File: src/rtl/bp_be_trace_resp_buffer_if.sv
// Valid/ready response bundle between D$ response ports
// and trace-replay consumers, one lane per channel.
interface bp_be_trace_resp_buffer_if #(
  parameter int num_chan_p = 1,
  parameter int width_p    = 64
);
  logic [num_chan_p-1:0]         v_i;
  logic [num_chan_p*width_p-1:0] data_i;
  logic [num_chan_p-1:0]         ready_o;
  logic [num_chan_p-1:0]         v_o;
  logic [num_chan_p*width_p-1:0] data_o;
  logic [num_chan_p-1:0]         yumi_i;

  modport master (
    output v_i, data_i, yumi_i,
    input  ready_o, v_o, data_o
  );

  modport slave (
    input  v_i, data_i, yumi_i,
    output ready_o, v_o, data_o
  );
endinterface

File: src/rtl/bp_be_trace_resp_buffer.sv
// Per-channel response FIFOs, LFSR stall injection, watchdog and status.
// Define BP_TRACE_RESP_BUF_STATS_EN for hwm_o / beats_o statistics.
module bp_be_trace_resp_buffer #(
  parameter int num_chan_p      = 1,
  parameter int width_p         = 64,
  parameter int els_p           = 8,
  parameter int max_delay_p     = 15,
  parameter int timeout_width_p = 16
) (
  input  logic                  clk_i,
  input  logic                  reset_i,
  bp_be_trace_resp_buffer_if.slave bus,
  input  logic                  stall_mode_i,
  input  logic                  seed_v_i,
  input  logic [15:0]           seed_i,
  input  logic [num_chan_p-1:0] done_i,
  output logic                  pass_o,
  output logic                  timeout_o,
  output logic                  error_o
`ifdef BP_TRACE_RESP_BUF_STATS_EN
  ,
  output logic [num_chan_p*($clog2(els_p)+1)-1:0] hwm_o,
  output logic [num_chan_p*32-1:0]                beats_o
`endif
);
  localparam int ptr_w_lp = $clog2(els_p);
  localparam int cnt_w_lp = ptr_w_lp + 1;

  logic [num_chan_p-1:0] enq;
  logic [num_chan_p-1:0] deq;
  logic [num_chan_p-1:0] empty;
  logic [num_chan_p-1:0] err;

  for (genvar i = 0; i < num_chan_p; i++) begin : chan
    logic [width_p-1:0]  mem [els_p];
    logic [ptr_w_lp-1:0] rd_q;
    logic [ptr_w_lp-1:0] wr_q;
    logic [cnt_w_lp-1:0] cnt_q;
    logic [cnt_w_lp-1:0] cnt_d;
    logic [7:0]          stall_q;
    logic [15:0]         lfsr_q;
    logic [15:0]         seed;
    logic                full;
    logic                new_head;

    assign full     = cnt_q == cnt_w_lp'(els_p);
    assign empty[i] = cnt_q == '0;
    assign seed     = seed_i ^ 16'(i);

    assign bus.ready_o[i] = !full;
    assign bus.v_o[i]     = !empty[i] && stall_q == '0;
    assign bus.data_o[i*width_p +: width_p] =
      empty[i] ? '0 : mem[rd_q];

    assign enq[i] = bus.v_i[i] && !full;
    assign deq[i] = bus.yumi_i[i] && bus.v_o[i];
    assign err[i] = (bus.v_i[i] && full)
                 || (bus.yumi_i[i] && !bus.v_o[i]);

    // a fresh head arrives on fill-from-empty or pop with data behind it
    assign new_head = (enq[i] && empty[i])
      || (deq[i] && (cnt_q > cnt_w_lp'(1) || enq[i]));

    assign cnt_d = cnt_q + cnt_w_lp'(enq[i])
                         - cnt_w_lp'(deq[i]);

    always_ff @(posedge clk_i) begin
      if (enq[i])
        mem[wr_q] <= bus.data_i[i*width_p +: width_p];
    end

    always_ff @(posedge clk_i or negedge reset_i) begin
      if (!reset_i) begin
        rd_q    <= '0;
        wr_q    <= '0;
        cnt_q   <= '0;
        stall_q <= '0;
        lfsr_q  <= 16'hACE1 ^ 16'(i);
      end else begin
        if (enq[i]) wr_q <= wr_q + ptr_w_lp'(1);
        if (deq[i]) rd_q <= rd_q + ptr_w_lp'(1);
        cnt_q <= cnt_d;
        if (new_head)
          stall_q <= stall_mode_i
            ? 8'(32'(lfsr_q[7:0]) % (max_delay_p + 1))
            : 8'd0;
        else if (stall_q != '0)
          stall_q <= stall_q - 8'd1;
        if (seed_v_i)
          lfsr_q <= (seed == '0) ? 16'hACE1 : seed;
        else
          lfsr_q <= {lfsr_q[14:0], lfsr_q[15] ^ lfsr_q[13]
                                 ^ lfsr_q[12] ^ lfsr_q[10]};
      end
    end

`ifdef BP_TRACE_RESP_BUF_STATS_EN
    logic [cnt_w_lp-1:0] hwm_q;
    logic [31:0]         beats_q;

    always_ff @(posedge clk_i or negedge reset_i) begin
      if (!reset_i) begin
        hwm_q   <= '0;
        beats_q <= '0;
      end else begin
        if (cnt_d > hwm_q) hwm_q <= cnt_d;
        if (deq[i]) beats_q <= beats_q + 32'd1;
      end
    end

    assign hwm_o[i*cnt_w_lp +: cnt_w_lp] = hwm_q;
    assign beats_o[i*32 +: 32]           = beats_q;
`endif
  end

  logic [timeout_width_p-1:0] wd_q;
  logic [timeout_width_p-1:0] wd_d;
  logic xfer;
  logic pass_set;
  logic tmo_set;

  assign xfer     = |enq || |deq;
  assign pass_set = &done_i && &empty && !timeout_o;

  always_comb begin
    wd_d = wd_q;
    if (xfer || pass_o)
      wd_d = '0;
    else if (!(&wd_q))
      wd_d = wd_q + timeout_width_p'(1);
  end

  // pass wins a same-cycle tie so the two flags never both set
  assign tmo_set = &wd_d && !pass_o && !pass_set;

  always_ff @(posedge clk_i or negedge reset_i) begin
    if (!reset_i) begin
      wd_q      <= '0;
      pass_o    <= 1'b0;
      timeout_o <= 1'b0;
      error_o   <= 1'b0;
    end else begin
      wd_q <= wd_d;
      if (pass_set) pass_o    <= 1'b1;
      if (tmo_set)  timeout_o <= 1'b1;
      if (|err)     error_o   <= 1'b1;
    end
  end
endmodule

File: src/flat_wrapper.sv
// flat-port wrapper written by rule: the top's interface ports become plain ports
module bp_be_trace_resp_buffer_flat 
#(
  parameter int num_chan_p      = 1,
  parameter int width_p         = 64,
  parameter int els_p           = 8,
  parameter int max_delay_p     = 15,
  parameter int timeout_width_p = 16
)
  (clk_i, reset_i, stall_mode_i, seed_v_i, seed_i, done_i, pass_o, timeout_o, error_o, bus_v_i, bus_data_i, bus_yumi_i, bus_ready_o, bus_v_o, bus_data_o);
  bp_be_trace_resp_buffer_if #(.num_chan_p(num_chan_p), .width_p(width_p)) bus_i ();
  input  logic clk_i;
  input  logic reset_i;
  input  logic stall_mode_i;
  input  logic seed_v_i;
  input  logic [15:0] seed_i;
  input  logic [num_chan_p-1:0] done_i;
  output logic pass_o;
  output logic timeout_o;
  output logic error_o;
  input wire logic [$bits(bus_i.v_i)-1:0] bus_v_i;
  input wire logic [$bits(bus_i.data_i)-1:0] bus_data_i;
  input wire logic [$bits(bus_i.yumi_i)-1:0] bus_yumi_i;
  output wire logic [$bits(bus_i.ready_o)-1:0] bus_ready_o;
  output wire logic [$bits(bus_i.v_o)-1:0] bus_v_o;
  output wire logic [$bits(bus_i.data_o)-1:0] bus_data_o;
  assign bus_i.v_i = bus_v_i;
  assign bus_i.data_i = bus_data_i;
  assign bus_i.yumi_i = bus_yumi_i;
  assign bus_ready_o = bus_i.ready_o;
  assign bus_v_o = bus_i.v_o;
  assign bus_data_o = bus_i.data_o;
  bp_be_trace_resp_buffer #(.num_chan_p(num_chan_p), .width_p(width_p), .els_p(els_p), .max_delay_p(max_delay_p), .timeout_width_p(timeout_width_p)) u_core (.clk_i(clk_i), .reset_i(reset_i), .bus(bus_i), .stall_mode_i(stall_mode_i), .seed_v_i(seed_v_i), .seed_i(seed_i), .done_i(done_i), .pass_o(pass_o), .timeout_o(timeout_o), .error_o(error_o));
endmodule
File: config.mk
export PLATFORM = sky130hd
export DESIGN_NAME = bp_be_trace_resp_buffer_flat
export DESIGN_NICKNAME = d
export VERILOG_FILES = /design/src/rtl/bp_be_trace_resp_buffer_if.sv /design/src/rtl/bp_be_trace_resp_buffer.sv /design/src/flat_wrapper.sv
export SDC_FILE = /design/constraint.sdc
export NUM_CORES = 1
export LEC_CHECK = 0
export CORE_MARGIN = 1
export CORE_UTILIZATION = 53
export CTS_CLUSTER_SIZE = 16
export DETAILED_ROUTE_END_ITERATION = 10
export PLACE_DENSITY = 0.77
export SYNTH_ARGS = -nofsm -noshare
export SYNTH_HDL_FRONTEND = slang
export SYNTH_SLANG_ARGS = --single-unit
export TNS_END_PERCENT = 1
File: constraint.sdc
create_clock -name clk_i -period 7.6 [get_ports clk_i]
set_input_delay 2.28 -clock clk_i [delete_from_list [all_inputs] [get_ports clk_i]]
set_output_delay 2.28 -clock clk_i [all_outputs]
set_load 0.03 [all_outputs]
# [Yosys cells after proc, flatten, opt, wreduce, memory -nomap -nowiden]
# Memory sizes are Yosys's and may differ from the RTL's.
# Cells that the tools add are included.
[totals] reg_bits=53 mem_bits_rw=512 memories=1 rom_bits=0 output_inout_bits=69 in_bits=87 latchBits=0 wordCells=60
[memory_table] name="u_core.chan[0].mem" depth=8 word_bits=64 rd=1 rd_clocked_by_memory_dff=0 write_ports=1 line_no="bp_be_trace_resp_buffer.sv:35" rtl="logic [width_p-1:0] mem [els_p];"
[classes] n_eq_ne=1 n_bitwise=3 magnitude_cmp=1 n_div=0 mux=10 shift=0 multipliers=0 n_reduce_logical=29 add_sub_neg=6
[ops] operator="16-bit two-way mux" n=4
[ops] operator="64-bit two-way mux" n=1
[ops] operator="16-bit AND reduction" n=2
[ops] operator="16-bit by 1-bit adder with 16-bit output (second input constant)" n=1
[ops] operator="16-bit zero test" n=1
[ops] operator="8-bit two-way mux" n=2
[ops] operator="1-bit logical AND" n=11
[ops] operator="8-bit zero test" n=1
[ops] operator="8-bit nonzero test" n=1
[ops] operator="8-bit by 1-bit subtractor with 8-bit output (second input constant)" n=1
[ops] operator="3-bit by 1-bit adder with 3-bit output (second input constant)" n=2
[ops] operator="1-bit zero test" n=6
[ops] operator="1-bit logical OR" n=5
[ops] operator="4-bit by 1-bit adder with 4-bit output" n=1
[ops] operator="4-bit equality test (second input constant)" n=1
[ops] operator="4-bit by 1-bit greater-than comparator with 1-bit output (second input constant)" n=1
[ops] operator="4-bit zero test" n=1
[ops] operator="4-bit two-way mux" n=1
[ops] operator="4-bit by 1-bit subtractor with 4-bit output" n=1
[ops] operator="1-bit bitwise XOR" n=3
[ops] operator="1-bit two-way mux" n=2
[ops] operator="2-bit nonzero test" n=1

# [Depth between registers and ports, before layout]
[logic_depth] word_depth=10 depth_mapped=14 mapped_depth_nobuf=13

# [Worst setup path before layout]
# Ideal clock, no wire load.
[synth_timing] kind="input port to flip-flop" startpoint="input bus_v_i" endpoint="memory u_core.chan[0].mem[0][0], enable pin" path_buffers=1 setup_time_ns=0.645 required_time_ns=6.955 arrival_time_ns=8.895 cell_stages=4 setup_slack_ns=-1.940 path_cell_list="and2_1 -> clkbuf_1 -> clkinv_1 -> nor4_1"
[synth_via] elab_chain_cells=3
[synth_rtl] item="start, declared" line_no="flat_wrapper.sv:21" rtl="input wire logic [$bits(bus_i.v_i)-1:0] bus_v_i;"
[synth_rtl] item="1-bit logical AND" line_no="bp_be_trace_resp_buffer.sv:55" rtl="assign enq[i] = bus.v_i[i] && !full;"
[synth_rtl] item="1-bit two-way mux" line_no="bp_be_trace_resp_buffer.sv:68" rtl="if (enq[i])"
[synth_rtl] item="1-bit two-way mux (implied by the code)" line_no="bp_be_trace_resp_buffer.sv:69" rtl="mem[wr_q] <= bus.data_i[i*width_p +: width_p];"
[synth_rtl] item="end, declared" line_no="bp_be_trace_resp_buffer.sv:35"
# Every way passes these cells.

# [Worst setup path after layout]
[layout_timing] startpoint="register u_core.chan[0].rd_q[0]" endpoint="output bus_data_o[2]"
[layout_via] elab_chain_cells=2
[layout_rtl] item="start, declared" line_no="bp_be_trace_resp_buffer.sv:36" rtl="logic [ptr_w_lp-1:0] rd_q;"
[layout_rtl] item="start signal, assigned" line_no="bp_be_trace_resp_buffer.sv:81" rtl="if (deq[i]) rd_q <= rd_q + ptr_w_lp'(1);"
[layout_rtl] item="memory 8 x 64 bit"
[layout_rtl] item="64-bit two-way mux" line_no="bp_be_trace_resp_buffer.sv:53" rtl="empty[i] ? '0 : mem[rd_q];"
[layout_rtl] item="end, declared" line_no="flat_wrapper.sv:26" rtl="output wire logic [$bits(bus_i.data_o)-1:0] bus_data_o;"
# Every way passes these cells.

==> flow_summary.yaml <==
status:
  status: "complete, but fails checks"
  violations: "design-rule violations"
final_layout:
  fillers: 2774
  syn_to_final_growth_pct: 18.9
  final_area_um2: 26400
  finalNetCount: 1369
  drive_gt1_share_pct: 21.7
detailed_routing:
  drc: 2
  wire_per_inst_um: 23.8
  final_antenna_net_count: 0
  first_pass_iters: 9
  vias: 10800
  drt_iter0_markers: 786
  viasPerCell: 5.85
  wirelength_um: 43800
timing:
  worstMarginPinSlew_ns: 1.15
  setup_slack_ns: 1.59
  max_freq_mhz: 166
  maxSlewViolCount: 0
  setup_viol: 0
  hold_viol_final: 0
  rsz0062_at_grt: "false"
  fin_skew_ns: 0.0170
  timing.slew.headroom_pct: 23.0
  fin_crit_ns: 6.01
  period_share_pct: 79.1
grt:
  grt-ovfl-total: 0
  grt_pass1_wl_um: 66500
  grt_start_max_net_pins: 72
  antenna_found_initial: 4
  grt.total_usage_pct: 21.2
  grt_pass1_vias: 11400
worst_setup_path:
  required_ns: 5.32
  r2r-start: "u_core.chan[0].cnt_q[2]"
  timing.rr.end: "u_core.chan[0].mem[4][9]"
  rr_worst_depth: 8
  crit_end: "bus_data_o[2]"
  crit_fanout: 55
  startpoint: "u_core.chan[0].rd_q[0]"
  cp.arrival_ns: 3.73
  cp-end-kind: "output pin"
  crit_type: "reg2out"
  worstSetupStartpointType: "flop"
  r2r_slack_ns: 4.45
floorplanning:
  dieWidth_um: 207
  top_level_ports: 156
  row_count: 74
  die_h_um: 207
  coreArea_um2: 41100
  die_area_um2: 42700
  initial_core_util_pct: 54.0
logic_synthesis:
  syn_avg_cell_area_um2: 20.6
  synth_top_cell_area_share_pct: 69.2
  ys_seq_area_share_pct: 75.2
  synth_most_common_cell: "edfxtp_1"
  synth-compound-area-share_pct: 1.37
  synthXorXnorAreaFrac_pct: 0.789
  synth_fa_ha_area_share_pct: 0.823
  synth_top_cells_by_count: "edfxtp_1 (512), mux4_2 (128), nor2_1 (86)"
  synth.area.top_cells: "edfxtp_1 (69%), mux4_2 (13%), dfrtp_1 (5.1%)"
  ys_types: 61
  synth_mux_area_share_pct: 16.5
  synth_top_family_by_area: "multiplexers"
  synthSimpleGateAreaFrac_pct: 4.09
  ys_warn_count: 0
  synth_top_area_cell: "edfxtp_1"
  synthCells: 1078
  synth_edf_count: 512
  syn_area_um2: 22200
  async_flop_share_pct: 9.38
  synthFlopType: "edfxtp_1"
  ys_seq_elements: 565
  syn_nets: 1179
pwr:
  power_mw: 8.77
  p_per_area_nw_per_um2: 332
  irDropWorstVdd_mv: 0.253
  leakagePower_nw: 8.49
min_path:
  hold_class: "reg2reg"
  min_from: "u_core.chan[0].lfsr_q[4]"
cts:
  cts_made_buffers: 55
  ctsResizeCount: 0
  post_cts_buffers: 0
  clock_sinks: 565
  clk_latency_ns: 0.61
  clkTransAtPathRegs_ns: 0.06
  hold_buffers: 0
  clk_path_buf_depth: 3
  htree_levels: 2
  cts_tree: "built"
  root_buffer: "clkbuf_16"
place:
  pre_cts_ws_ns: 2.11
  gp_congestion: 0.770
  portBuffers: 155
  hpwlAfterDp_um: 23900
  post_dp_cell_area_um2: 24500
run:
  drv_cap: 0
final cells by class:
| type | instances | area (µm²) | share of cell area [%] |
|---|---|---|---|
| diodes | 1 | 2.50 | 0.00948 |
| clock buffers | 72 | 1530 | 5.81 |
| clock inverters | 29 | 359 | 1.36 |
| inverters | 14 | 52.6 | 0.199 |
| multi-input cells | 451 | 5300 | 20.1 |
| flip-flops and latches | 565 | 16700 | 63.3 |
| well taps | 532 | 666 | 2.52 |
| repair buffers | 181 | 1770 | 6.69 |
cells by family (layout without fill, tap and decap cells):
family          after synthesis  after routing
xor+xnor                     20             20
fa+ha+maj                    14             14
simple gates                170            170
compound gates               41             41
flops                       565            565
other cells                   0              1
mux                         206            206
buf+inv                      62            296
routing by layer:
layer	routed length (µm)	vias to the layer above	track usage, %	part of all wire [%]
met5	35	-	0	0.080
met4	715	6	5.34	1.6
met3	2330	62	4.30	5.3
met2	22100	271	35.2	50
met1	18600	5696	29.0	42
li1	-	4762	-	-
how the worst min path moves through the flow:
| stage | to | slack [ns] | depth (start not counted) |
|---|---|---|---|
| floorplan | u_core.chan[0].lfsr_q[10] | 0.45 | 1 |
| global placement | u_core.chan[0].lfsr_q[15] | 0.46 | 1 |
| detailed placement | u_core.chan[0].lfsr_q[15] | 0.46 | 1 |
| CTS | u_core.chan[0].lfsr_q[15] | 0.48 | 1 |
| global route | u_core.chan[0].lfsr_q[5] | 0.50 | 1 |
| finish | u_core.chan[0].lfsr_q[5] | 0.48 | 1 |
stage by stage:
stage	cells	setup TNS [ns]	util (%)	hold WS [ns]
floorplan	1078	-41.65	-	0.450
finish	1845	0	64.2	0.476
global route	1844	0	64.2	0.498
CTS	1844	0	64.2	0.480
global placement	1743	0	59.6	0.459
detailed placement	1743	0	59.6	0.460
worst max-delay path, stage by stage (launching register included):
cell	delay (ns)
dfrtp_4	1.17
buf_4	0.46
mux4_2	0.55
mux2i_1	0.17
nor2_1	0.11
clkdlybuf4s50_1	0.66
state kept, by name (all words and copies together), names as in the netlist:
register             flops
u_core.chan.cnt_q        4
u_core.chan.wr_q         3
u_core.timeout_o         1
u_core.pass_o            1
u_core.chan.lfsr_q      16
u_core.wd_q             16
u_core.chan.stall_q      8
u_core.chan.rd_q         3
u_core.error_o           1
u_core.chan.mem        512
cell usage in the layout, fill, tap and decap left out, types with 4 or more instances in the layout:
master           instances
nand2_1                 25
clkbuf_16               58
xor2_1                   7
mux2_2                   8
dfrtp_1                 42
clkdlybuf4s50_1        154
nor4_1                   8
nor2_1                  83
dfstp_2                  8
buf_4                   24
ha_1                    13
o22a_1                   8
clkinv_1                 8
mux2i_1                 70
clkbuf_1                11
mux4_2                 128
inv_1                   12
nor3_1                   4
o21ai_0                  5
xnor2_1                 13
a31oi_1                  5
a21oi_1                  6
clkinv_2                 9
bufinv_16                8
edfxtp_1               512
nor3_2                   4
nand2b_1                 6
nor4b_1                  4
power by group:
part / switching [mW] / total, mW / internal (mW)
Combinational: 1.09 / 1.89 / 0.800
Clock: 1.11 / 2.80 / 1.69
Sequential: 0.196 / 4.08 / 3.88
Total: 2.40 / 8.77 / 6.37
No activity file was read; power rests on OpenSTA's default activity.
